`config.mk`:
```
export PLATFORM = sky130hd
export DESIGN_NAME = digit_scan_controller
export DESIGN_NICKNAME = d
export VERILOG_FILES = /design/src/rtl/digit_scan_controller.sv
export SDC_FILE = /design/constraint.sdc
export NUM_CORES = 1
export LEC_CHECK = 0
export BUFFER_PORTS_ARGS = -buffer_cell sky130_fd_sc_hd__buf_2
export CAP_MARGIN = 20
export CELL_PAD_IN_SITES_DETAIL_PLACEMENT = 0
export CELL_PAD_IN_SITES_GLOBAL_PLACEMENT = 1
export CORE_MARGIN = 1.5
export CORE_UTILIZATION = 40
export DETAILED_ROUTE_END_ITERATION = 6
export PLACE_DENSITY_LB_ADDON = 0.1
export SLEW_MARGIN = 20
export SYNTH_ARGS = -nofsm -noshare
export SYNTH_HDL_FRONTEND = slang
export SYNTH_SLANG_ARGS = --single-unit
```
`constraint.sdc`:
```
create_clock -name clk -period 2.3 [get_ports clk]
set_input_delay 0.115 -clock clk [delete_from_list [all_inputs] [get_ports clk]]
set_output_delay 0.115 -clock clk [all_outputs]
set_load 0.01 [all_outputs]
```
`src/rtl/digit_scan_controller.sv`:
```
// Five-digit multiplexed display scanner.
// Walks digit positions 0..4, driving each for DIV cycles, followed by an
// optional BLANK_CYC blanking gap. bcd/dp_mask are snapshotted once per frame
// so that a frame never mixes old and new values. All outputs are registered.
//
// state | meaning
// IDLE  | display dark, waiting for en
// SHOW  | driving digit idx for DIV cycles
// GAP   | anti-ghosting blank between digits for BLANK_CYC cycles
module digit_scan_controller #(
  parameter int DIV       = 50000,
  parameter int BLANK_CYC = 16
) (
  input  logic        clk,
  input  logic        rst,
  input  logic        en,
  input  logic [19:0] bcd,
  input  logic [4:0]  dp_mask,
  input  logic        lz_en,
  output logic [2:0]  sel,
  output logic [3:0]  digit,
  output logic        dp,
  output logic        blank,
  output logic        frame_done
);

  typedef enum logic [1:0] {IDLE, SHOW, GAP} state_t;

  localparam logic [19:0] DIV_LOAD = 20'(DIV - 1);
  localparam logic [19:0] GAP_LOAD = (BLANK_CYC > 0) ? 20'(BLANK_CYC - 1) : 20'd0;
  localparam bit          HAS_GAP  = (BLANK_CYC > 0);

  state_t      state, n_state;
  logic [2:0]  idx, n_idx;
  logic [19:0] cnt, n_cnt;
  logic [19:0] snap_bcd, n_snap_bcd;
  logic [4:0]  snap_dp, n_snap_dp;
  logic        n_fd;
  logic        advance;

  logic [4:0]  nz;
  logic        sup;
  logic [3:0]  nib;
  logic [2:0]  n_sel;
  logic [3:0]  n_digit;
  logic        n_dp;
  logic        n_blank;

  // Next-state, slot down-counter, digit index and snapshot reload.
  always_comb begin
    n_state    = state;
    n_idx      = idx;
    n_cnt      = cnt;
    n_snap_bcd = snap_bcd;
    n_snap_dp  = snap_dp;
    n_fd       = 1'b0;
    advance    = 1'b0;
    if (!en) begin
      n_state = IDLE;
      n_idx   = 3'd0;
      n_cnt   = 20'd0;
    end else begin
      case (state)
        IDLE: begin
          n_state    = SHOW;
          n_idx      = 3'd0;
          n_cnt      = DIV_LOAD;
          n_snap_bcd = bcd;
          n_snap_dp  = dp_mask;
        end
        SHOW: begin
          if (cnt != 20'd0) begin
            n_cnt = cnt - 20'd1;
          end else if (HAS_GAP) begin
            n_state = GAP;
            n_cnt   = GAP_LOAD;
          end else begin
            advance = 1'b1;
          end
        end
        GAP: begin
          if (cnt != 20'd0) n_cnt = cnt - 20'd1;
          else              advance = 1'b1;
        end
        default: n_state = IDLE;
      endcase
      if (advance) begin
        n_state = SHOW;
        n_cnt   = DIV_LOAD;
        if (idx == 3'd4) begin
          n_idx      = 3'd0;
          n_snap_bcd = bcd;
          n_snap_dp  = dp_mask;
          n_fd       = 1'b1;
        end else begin
          n_idx = idx + 3'd1;
        end
      end
    end
  end

  // Output values derived from the upcoming state so the registers present them in step with it.
  always_comb begin
    for (int k = 0; k < 5; k++) nz[k] = |n_snap_bcd[4*k +: 4];
    sup = lz_en && (n_idx != 3'd0) && ((nz >> n_idx) == 5'd0);
    case (n_idx)
      3'd1:    nib = n_snap_bcd[7:4];
      3'd2:    nib = n_snap_bcd[11:8];
      3'd3:    nib = n_snap_bcd[15:12];
      3'd4:    nib = n_snap_bcd[19:16];
      default: nib = n_snap_bcd[3:0];
    endcase
    n_sel   = 3'd7;
    n_digit = 4'd0;
    n_dp    = 1'b0;
    n_blank = 1'b1;
    case (n_state)
      SHOW: begin
        n_sel   = n_idx;
        n_digit = nib;
        n_dp    = n_snap_dp[n_idx] & ~sup;
        n_blank = sup;
      end
      GAP: n_digit = digit;
      default: ;
    endcase
  end

  // State and output registers with synchronous reset.
  always_ff @(posedge clk) begin
    if (rst) begin
      state      <= IDLE;
      idx        <= 3'd0;
      cnt        <= 20'd0;
      snap_bcd   <= 20'd0;
      snap_dp    <= 5'd0;
      sel        <= 3'd7;
      digit      <= 4'd0;
      dp         <= 1'b0;
      blank      <= 1'b1;
      frame_done <= 1'b0;
    end else begin
      state      <= n_state;
      idx        <= n_idx;
      cnt        <= n_cnt;
      snap_bcd   <= n_snap_bcd;
      snap_dp    <= n_snap_dp;
      sel        <= n_sel;
      digit      <= n_digit;
      dp         <= n_dp;
      blank      <= n_blank;
      frame_done <= n_fd;
    end
  end

endmodule

```
==> key figures <==
Critical path
  – Buffering stage count on the worst path with inverters included: 2
  – Required time at the endpoint of the critical path: 2.55 ns
  – Maximum fanout along the worst path: 6
  – Register-to-Register Setup Slack: 0.04 ns
  – Worst path max stage delay: 0.35 ns
  – Series of cell instances along the critical path: nor4_4 > buf_4 > and2_1 > a32o_2 > buf_4 > mux2_2 > o22ai_1 > a211oi_1 > o2111a_1
  – Number of cells on the worst reg-to-reg path: 9
  – Kind of cell adding the most delay to the critical path: compound AO/OA/AOI/OAI gates
  – Category of the most critical setup path: register to register
  – CP max-delay cell: sky130_fd_sc_hd__dfxtp_1
  – Most repeated library cell on the critical path: sky130_fd_sc_hd__buf_4
  – Endpoint type of the worst setup path: register
  – Worst r2r dst: dp$_SDFF_PP0_
  – Critical path arrival: between 2 and 3 ns
  – Startpoint kind of the worst setup timing path: register
  – RR Startpoint: cnt[5]$_SDFFE_PP0P_

Drt
  – Mean routed wirelength per cell: 16.02 um
  – Vias per cell: 5.472
  – DR DRC count: 0
  – Vias post-DR: 3524
  – Initial DRC Count: 113
  – Initial DRT Pass Iterations: 5
  – Antenna violation net count after detailed routing: 0
  – Sum of routed wire length over all layers: ~10000 um

Floorplan
  – Standard-cell row count: 33
  – Placeable Area: 8258 sq um
  – Die area: 9151 sq um
  – Initial Util: 0.4159
  – Die width: 95.66 um
  – Die Height: 95.66 um
  – I/O pin total: 39

Clocking
  – Number of H-tree branching levels: 3
  – Buffer type at the clock tree root: sky130_fd_sc_hd__clkbuf_8
  – Insertion delay to the later sink of the worst-skew pair: 0.35 ns
  – Number of clock buffers inserted by TritonCTS: 9
  – Total number of clock tree sinks: 60
  – TritonCTS clock tree: built
  – Maximum root-to-sink buffer count: 2
  – Clock-pin slew reported for the worst setup and hold paths after clock tree synthesis: roughly 0.080 ns

Yosys
  – Leading area contributor after synthesis: sky130_fd_sc_hd__dfxtp_1
  – Sequential area share after synthesis: 0.3497
  – Synthesized area divided by synthesized cell count: around 8.4 sq um
  – Flip-flop and latch count after synthesis: 60
  – Distinct cell type count of the synthesized netlist: 71
  – Synth area leaders: sky130_fd_sc_hd__dfxtp_1, sky130_fd_sc_hd__nor2_1, sky130_fd_sc_hd__mux2i_1
  – Net Count, Synth: 447
  – Syn Inst Count: just over 400
  – Fraction of post-synthesis cell area in the top cell type by area: 0.3497
  – Count of flip-flops with a built-in enable after synthesis: 0
  – Synth cell count leaders: sky130_fd_sc_hd__dfxtp_1, sky130_fd_sc_hd__nor2_1, sky130_fd_sc_hd__nand2_1
  – Count of synthesis-stage warnings from yosys: 0
  – Library cell with the highest instance count after synthesis: sky130_fd_sc_hd__dfxtp_1
  – Top_reg_cell synth: sky130_fd_sc_hd__dfxtp_1
  – Synth Cell Area: 3435 sq um
  – Async set-or-reset flop fraction in the synthesized netlist: 0

Global route
  – Vias in the first global route: 3418
  – Largest net degree at the start of global routing: 29
  – Antenna violations before repair: 0
  – Global-route wire length before repair: approximately 16000 um
  – Overflow left after global routing: 0
  – Total global routing track utilization: 0.2364

Cells and area
  – Post-route cell area: 4883 sq um
  – Area growth from synthesis to layout: 42.19%
  – Filler cell count in the final layout: 750
  – Number of nets in the layout: approximately 570
  – Count of inserted antenna diode cells: 0
  – Fraction of layout instances using a drive strength above 1: 0.3970

Timing
  – Final clock period utilization by the worst path: 0.9815
  – Slew Limit Fails: 0
  – Tightest slew margin relative to the limit: 0.5766
  – Total negative slack for setup checks: 0 ns
  – Hold violation count in the final report: 0
  – RSZ-0062 raised after global routing: true
  – Final setup vio count: 0
  – Fin worst setup slack: 0.04253 ns
  – Post-route minimum period: 2.257 ns
  – FMAX: 443.0 MHz
  – Slew of the pin with the lowest slew margin: about 0.63 ns
  – Post-Route Skew: approximately 0.011 ns

Place
  – RD Place Congestion: a little under 0.9
  – Placed wire-length estimate after detailed placement: 7595 um
  – Worst slack at placement: -0.07904 ns
  – Cell area reported after detailed placement: around 4300 sq um
  – Count of port buffers added during placement: 38

Hold path
  – Hold Crit Endpoint: snap_dp[2]$_SDFF_PP0_
  – HP Start: dp_mask[2]
  – Class of the tightest hold or removal check: input port to register
  – Worst hold stages: 3

Power and ir drop
  – Worst supply voltage drop on vdd: ~340 uV
  – Cell area power density: 588.7 nW/um^2
  – Design Power: 2.875 mW
  – Static power due to leakage: 2.022 nW

Flow run
  – Number of max-cap violations: 0

Run status
  – Outcome: complete, no violations
-- stage by stage --
| stage | hold slack [ns] | instances | util |
|---|---|---|---|
| after floorplan | 0.2510 | 410 | - |
| after global placement | 0.3708 | 615 | 0.5150 |
| after detailed placement | 0.3766 | 615 | 0.5150 |
| after CTS | 0.007954 | 637 | 0.5520 |
| after global routing | 0.02807 | 644 | 0.5914 |
| final | 0.02008 | 644 | 0.5914 |
-- logic make-up after synthesis --
kind of cell    Yosys count  synth area share
simple gates            192            0.2991
compound gates           96            0.2044
flops                    60            0.3497
buf+inv                  27           0.04007
mux                      22           0.06484
fa+ha+maj                 8           0.02915
xor+xnor                  5           0.01275
-- how the worst max path moves through the flow --
stage,startpoint,to,slack (ns),depth (start not counted)
floorplan,cnt[16]$_SDFFE_PP0P_,digit[0]$_SDFFE_PP0P_,0.0002,10
global placement,cnt[16]$_SDFFE_PP0P_,digit[2]$_SDFFE_PP0P_,-0.11,8
detailed placement,cnt[16]$_SDFFE_PP0P_,dp$_SDFF_PP0_,-0.08,8
CTS,cnt[10]$_SDFFE_PP0P_,digit[1]$_SDFFE_PP0P_,0.005,9
global route,cnt[18]$_SDFFE_PP0P_,dp$_SDFF_PP0_,-0.08,9
finish,cnt[5]$_SDFFE_PP0P_,dp$_SDFF_PP0_,0.04,9
-- sequential cells by signal (all words and copies together) (netlist names) --
register / count
cnt: 20
snap_bcd: 20
snap_dp: 5
digit: 4
idx: 3
sel: 3
state: 2
blank: 1
dp: 1
frame_done: 1
-- timing repair --
action	in CTS	in global routing
pin swaps	6	15
setup buffers	6	7
endpoints found under the setup margin	4	18
resized for setup	8	55
hold buffers	0	0
-- where the power goes --
group          internal (mW)  switching (mW)
Combinational          0.310           0.334
Sequential              1.09          0.0347
Clock                  0.615           0.493
-- cell type report --
| type | count | area (sq um) | area share |
|---|---|---|---|
| Clock buffer | 9 | 123.9 | 0.02537 |
| Clock inverter | 7 | 101.3 | 0.02075 |
| Inverter | 10 | 37.54 | 0.007686 |
| Multi-Input combinational cell | 323 | 2382 | 0.4878 |
| Sequential cell | 60 | 1207 | 0.2472 |
| Tap cell | 105 | 131.4 | 0.02690 |
| Timing Repair Buffer | 130 | 899.6 | 0.1842 |
-- metal layers --
layer / global-route usage / up-vias / share of wire
li1: - / 1758 / -
met1: 0.2904 / 1670 / 0.45
met2: 0.3955 / 74 / 0.49
met3: 0.04306 / 22 / 0.029
met4: 0.1127 / 0 / 0.030
met5: 0 / - / 0
-- worst min-delay path: cells and delay by family --
family	cells	cell delay (ns)
buf+inv	1	0.10
simple gates	1	0.05
compound gates	1	0.05
-- placed cells by master (no fill, tap or decap), drive strengths merged, types with 3 or more instances in the layout --
cell and count:
a31oi 4, clkbuf 9, nand2 43, a211oi 8
nor3b 6, a21oi 36, or3 3, nand2b 3
o22ai 4, nor3 18, nand4 5, o21ai 12
ha 8, buf 130, xnor2 4, inv 10
a221oi 3, and2 3, and3 8, or2 4
nor4 18, nor2 60, nand3 6, nor2b 5
clkinv 3, a311oi 4, dfxtp 60, o211ai 3
mux2i 20
Note: power is estimated with default switching activity, not from simulation.
